<file path="src/rtl/dram_arbiter.sv">
// Round-robin arbiter sharing the single-port data RAM between the core load/store
// unit and the host port, with a host-exclusive hold and tag-routed read returns.
module dram_arbiter #(
    parameter int ADDR_W = 19,
    parameter int DATA_W = 8,
    parameter int RD_LAT = 1
) (
    input  logic              clk,
    input  logic              power_ON,

    input  logic              core_req,
    input  logic              core_we,
    input  logic [ADDR_W-1:0] core_addr,
    input  logic [DATA_W-1:0] core_wdata,
    output logic              core_gnt,
    output logic              core_rvalid,
    output logic [DATA_W-1:0] core_rdata,

    input  logic              host_req,
    input  logic              host_we,
    input  logic [ADDR_W-1:0] host_addr,
    input  logic [DATA_W-1:0] host_wdata,
    output logic              host_gnt,
    output logic              host_rvalid,
    output logic [DATA_W-1:0] host_rdata,

    input  logic              hold_core,

    output logic              mem_en,
    output logic              mem_we,
    output logic [ADDR_W-1:0] mem_addr,
    output logic [DATA_W-1:0] mem_wdata,
    input  logic [DATA_W-1:0] mem_rdata
);

    typedef enum logic {
        LAST_CORE = 1'b0,
        LAST_HOST = 1'b1
    } last_grant_e;

    last_grant_e last_grant, last_grant_next;

    logic core_elig;
    logic host_elig;
    logic core_win;
    logic host_win;

    // Read tags: valid bit plus requester id (1 = host), one stage per cycle of RAM latency.
    logic [RD_LAT-1:0] tag_valid;
    logic [RD_LAT-1:0] tag_host;
    logic              launch_valid;
    logic              launch_host;

    always_ff @(posedge clk or negedge power_ON) begin
        if (!power_ON) begin
            last_grant <= LAST_HOST;
        end else begin
            last_grant <= last_grant_next;
        end
    end

    always_comb begin
        core_elig       = core_req & ~hold_core;
        host_elig       = host_req;
        core_win        = 1'b0;
        host_win        = 1'b0;
        last_grant_next = last_grant;

        // A tie goes to whichever requester did not win last.
        if (power_ON) begin
            if (core_elig && (!host_elig || last_grant == LAST_HOST)) begin
                core_win = 1'b1;
            end else if (host_elig) begin
                host_win = 1'b1;
            end
        end

        if (core_win) begin
            last_grant_next = LAST_CORE;
        end else if (host_win) begin
            last_grant_next = LAST_HOST;
        end
    end

    assign core_gnt = core_win;
    assign host_gnt = host_win;

    assign launch_valid = (core_win & ~core_we) | (host_win & ~host_we);
    assign launch_host  = host_win;

    always_ff @(posedge clk or negedge power_ON) begin
        if (!power_ON) begin
            mem_en    <= 1'b0;
            mem_we    <= 1'b0;
            mem_addr  <= '0;
            mem_wdata <= '0;
        end else begin
            mem_en <= core_win | host_win;
            if (core_win) begin
                mem_we    <= core_we;
                mem_addr  <= core_addr;
                mem_wdata <= core_wdata;
            end else if (host_win) begin
                mem_we    <= host_we;
                mem_addr  <= host_addr;
                mem_wdata <= host_wdata;
            end
        end
    end

    always_ff @(posedge clk or negedge power_ON) begin
        if (!power_ON) begin
            tag_valid   <= '0;
            tag_host    <= '0;
            core_rvalid <= 1'b0;
            host_rvalid <= 1'b0;
        end else begin
            tag_valid   <= (tag_valid << 1) | RD_LAT'(launch_valid);
            tag_host    <= (tag_host << 1) | RD_LAT'(launch_host);
            core_rvalid <= tag_valid[RD_LAT-1] & ~tag_host[RD_LAT-1];
            host_rvalid <= tag_valid[RD_LAT-1] & tag_host[RD_LAT-1];
        end
    end

    assign core_rdata = mem_rdata;
    assign host_rdata = mem_rdata;

endmodule

</file>
<file path="config.mk">
export PLATFORM = sky130hd
export DESIGN_NAME = dram_arbiter
export DESIGN_NICKNAME = d
export VERILOG_FILES = /design/src/rtl/dram_arbiter.sv
export SDC_FILE = /design/constraint.sdc
export NUM_CORES = 1
export LEC_CHECK = 0
export ABC_AREA = 1
export CAP_MARGIN = 40
export CORE_UTILIZATION = 39
export CTS_CLUSTER_SIZE = 40
export DETAILED_ROUTE_END_ITERATION = 12
export PLACE_DENSITY_LB_ADDON = 0.12
export SLEW_MARGIN = 20
export SYNTH_ARGS = -nofsm -noshare
export SYNTH_HDL_FRONTEND = slang
export SYNTH_SLANG_ARGS = --single-unit
</file>
<file path="constraint.sdc">
create_clock -name clk -period 1.9 [get_ports clk]
set_input_delay 0.285 -clock clk [delete_from_list [all_inputs] [get_ports clk]]
set_output_delay 0.285 -clock clk [all_outputs]
set_load 0.05 [all_outputs]
</file>
Word-level counts from Yosys, hierarchy flattened:

Index checks and enable logic that the tools add are counted.

* bitwise operators: 11
* reductions and logical operators: 4
* multiplexer cells: 13

Operator list (count)
* 19-bit two-way mux: 2
* 8-bit two-way mux: 2
* 1-bit two-way mux: 9
* 1-bit AND: 5
* 1-bit NOT: 4
* 1-bit OR: 2
* 2-bit nonzero test: 1
* 1-bit logical AND: 1
* 1-bit zero test: 1
* 1-bit logical OR: 1

* bits of input ports: 69
* output and inout port bits: 49
* register bits after elaboration: 34
* word-level logic and storage cells: 37

Depth between registers and ports, before layout:

* depth after elaboration: 7
* mapped depth: 7
* depth with buffers taken out: 6

Least setup slack after synthesis:

Ideal clock, no wire load.

* kind: reg2out
* start: register last_grant
* end: output port core_gnt
* arrival time: 1.241 ns
* path buffers: 1
* data required time: 1.615 ns
* cell stages (with the launch flop): 6
* slack: 0.374 ns
* path through: dfstp_2 > inv_1 > nand2_2 > nand3_2 > buf_2 > inv_1

* cells in the longest elaborated chain, start to end: 4

Ends and longest elaborated chain
* start: declaration: RTL line 41 `last_grant_e last_grant, last_grant_next;`
* start signal: assignment: RTL line 58 `last_grant <= last_grant_next;`
* 1-bit logical OR: RTL line 71 `if (core_elig && (!host_elig || last_grant == LAST_HOST)) begin`
* 1-bit logical AND: RTL line 71
* 1-bit two-way mux: RTL line 71
* 1-bit two-way mux: RTL line 70 `if (power_ON) begin`
* end: declaration: RTL line 15 `output logic core_gnt,`

Every way passes these cells.

Worst setup path after layout:

* start: input port power_ON
* end: output port host_gnt

* cells in the longest elaborated chain, start to end: 1

Ends and longest elaborated chain
* start: declaration: RTL line 9 `input logic power_ON,`
* 1-bit two-way mux: RTL line 70
* end: declaration: RTL line 23 `output logic host_gnt,`

Every way passes these cells.

==> summary.md <==
| Metric | Value |
|---|---|
| Clock latency on the worst-skew pair | `280 ps` |
| Area taken by multi-input logic gates | `718 µm²` |
| Finished Cell Area | `2860 µm²` |
| Distinct cells, synth | `17` |
| Sink Count | `34` |
| Flop pwr share | `0.358` |
| Post-CTS Setup Inserts | `0` |
| Power share of the clock group | `0.252` |
| Max Root-Sink Buffers | `2` |
| Worst Path Required | `1620 ps` |
| First-pass GRT wire length | `8090 µm` |
| Worst R2R Path Depth | `6` |
| Power Dens Cells | `863 nW/µm²` |
| Antenna diode count | `0` |
| Starting density of the core | `0.419` |
| Layout cells sized above 1 | `0.0892` |
| Most common cell after layout, fill and taps aside | `clkdlybuf4s50_1` |
| Kind of critical path | `in2out` |
| Peak Freq | `0.554 GHz` |
| # fillers | `417` |
| CTS HTree Levels | `2` |
| WL per Instance | `13.3 µm` |
| Status | `complete, no violations` |
| Net Sw Frac | `0.366` |
| Clock-pin slew on the worst setup and hold paths | `60 ps` |
| Ys Warns | `0` |
| Port Buf Inserts | `93` |
| Die height | `71.6 µm` |
| Reg-to-reg slack, setup | `530 ps` |
| Global Route Usage Sum | `0.205` |
| Placed Area | `2740 µm²` |
| Final Hold Vio Count | `0` |
| Vias per cell | `5.04` |
| Die area | `5130 µm²` |
| DRT Pass-1 Iters | `6` |
| Cell count after synthesis | `237` |
| Worst r2r src | `last_grant` |
| Leak | `1.37 nW` |
| CTS tree | `yes` |
| Pre-CTS setup slack | `276 ps` |
| Register area share after synthesis | `0.451` |
| Most frequent cells in the layout | `clkdlybuf4s50_1, nand3_1, nand2_1` |
| Net Switching | `0.903 mW` |
| Routed Antenna Nets | `0` |
| Antenna violations before repair | `0` |
| Avg Synthesized Cell Area | `7.97 µm²` |
| Slew margin rel. | `0.646` |
| Internal | `1.57 mW` |
| Max-cap viol count | `0` |
| Residual DRC | `0` |
| Slew Viols, Final | `0` |
| Placer Congestion | `0.760` |
| Gr ovfl total | `0` |
| Number of global-route vias before repair | `1696` |
| # rows | `24` |
| I/O pins | `118` |
| Crit end category | `primary output` |
| Yosys reg bits | `34` |
| Worst path arrival time | `1520 ps` |
| Area leader, netlist | `dfrtp_1` |
| Clock root cell | `clkbuf_8` |
| Worst Setup Slack, final | `94.0 ps` |
| Initial DRC Count | `136` |
| Maximum vdd drop | `0.368 mV` |
| CP startpoint kind | `input port` |
| Nets | `382` |
| Crit path time final | `1810 ps` |
| Final period util | `0.951` |
| Drt total wl | `4880 µm` |
| Vias | `1844` |
| Synth top area share | `0.437` |
| Core Area | `4500 µm²` |
| Syn Nets | `306` |
| Setup TNS | `0 ps` |
| Main area contributors after synthesis | `dfrtp_1, nand3_1, nand2_1, nand4_1, buf_4` |
| Largest net degree at the start of global routing | `30` |
| Post-Synthesis Cell Area | `1890 µm²` |
| DIE WIDTH | `71.6 µm` |
| DPL Wire Length | `3440 µm` |
| Clk_skew | `3.21 ps` |
| RSZ-0062 raised after global routing | `no` |
| Tightest Pin Transition | `529 ps` |
| Crit-path max FO | `12` |
| Comb pwr share | `0.390` |
| Inserted Clock Buffers | `5` |
| Worst Hold Class | `in2async` |
| Final setup fails | `0` |
| RR Endpoint | `mem_addr[11]` |
| Layout area overhead | `51.5%` |
| Register Area | `852 µm²` |
[how the worst max path moves through the flow]
stage          startpoint       end  slack [ps]  cells past startpoint
6_report         power_ON  host_gnt          90                      7
5_1_grt          power_ON  host_gnt          40                      7
4_1_cts          power_ON  host_gnt          20                      7
3_5_place_dp     host_req  host_gnt         280                      6
3_3_place_gp     host_req  host_gnt         290                      6
2_1_floorplan  last_grant  core_gnt         370                      5
[layer usage]
layer	up-vias	track usage	wire [µm]
met1	834	0.275	2170
met2	79	0.309	2230
li1	927	-	-
met3	4	0.0745	434
met4	0	0.0654	45
met5	-	0	0
[critical path, cell delays in order]
cell and delay [ps]:
dlygate4sd3_1 520, clkbuf_4 220, nand2_1 100, inv_2 70
nand2_1 60, inv_1 110, buf_12 150
[cell type report]
| type | instances | share of cell area |
|---|---|---|
| multi-input combinational | 147 | 0.251 |
| sequential | 34 | 0.298 |
| clock buffer | 8 | 0.0385 |
| inverter | 20 | 0.0262 |
| timing repair buffer | 105 | 0.364 |
| tap | 52 | 0.0227 |
[logic make-up after synthesis]
kind of cell | share of synthesized area
AOI/OAI and AO/OA | 0.00529
buffers and inverters | 0.169
DFF | 0.451
and+or+nand+nor | 0.375
[state kept, by name (all words and copies together), names as in the netlist]
register / cells
mem_we: 1
tag_valid: 1
mem_en: 1
mem_wdata: 8
tag_host: 1
mem_addr: 19
last_grant: 1
core_rvalid: 1
host_rvalid: 1
[power by group through the flow]
stage	registers (mW)	logic, mW	clock network (mW)
final	0.883	0.964	0.622
after global routing	0.897	1.02	0.675
after CTS	0.885	0.970	0.639
after detailed placement	0.898	0.966	0
after global placement	0.896	0.962	0
after floorplan	1.25	0.299	0
[through the flow]
| stage | instances | util | hold slack, ps | power (mW) |
|---|---|---|---|---|
| 2_1_floorplan | 237 | - | -10.6 | 1.55 |
| 3_3_place_gp | 357 | 0.608 | 160 | 1.86 |
| 3_5_place_dp | 357 | 0.608 | 159 | 1.86 |
| 4_1_cts | 366 | 0.635 | 395 | 2.49 |
| 5_1_grt | 366 | 0.635 | 391 | 2.59 |
| 6_report | 366 | 0.635 | 395 | 2.47 |
[Yosys cell counts]
cell and n:
buf_2 12, buf_4 21, buf_6 2, clkbuf_1 1, dfrtp_1 33, dfstp_2 1
inv_1 19, inv_2 1, nand2_1 52, nand2_2 2, nand3_1 60, nand3_2 1
nand4_1 28, nor2_1 1, nor2_4 1, o21ai_0 1, o21ai_1 1
[timing repair]
action | CTS | global route
hold buffers | 1 | 0
hold endpoints to repair | 5 | 0
gates resized for setup | 0 | 1
setup endpoints to repair | 0 | 1
Note: power is estimated with default switching activity, not from simulation.
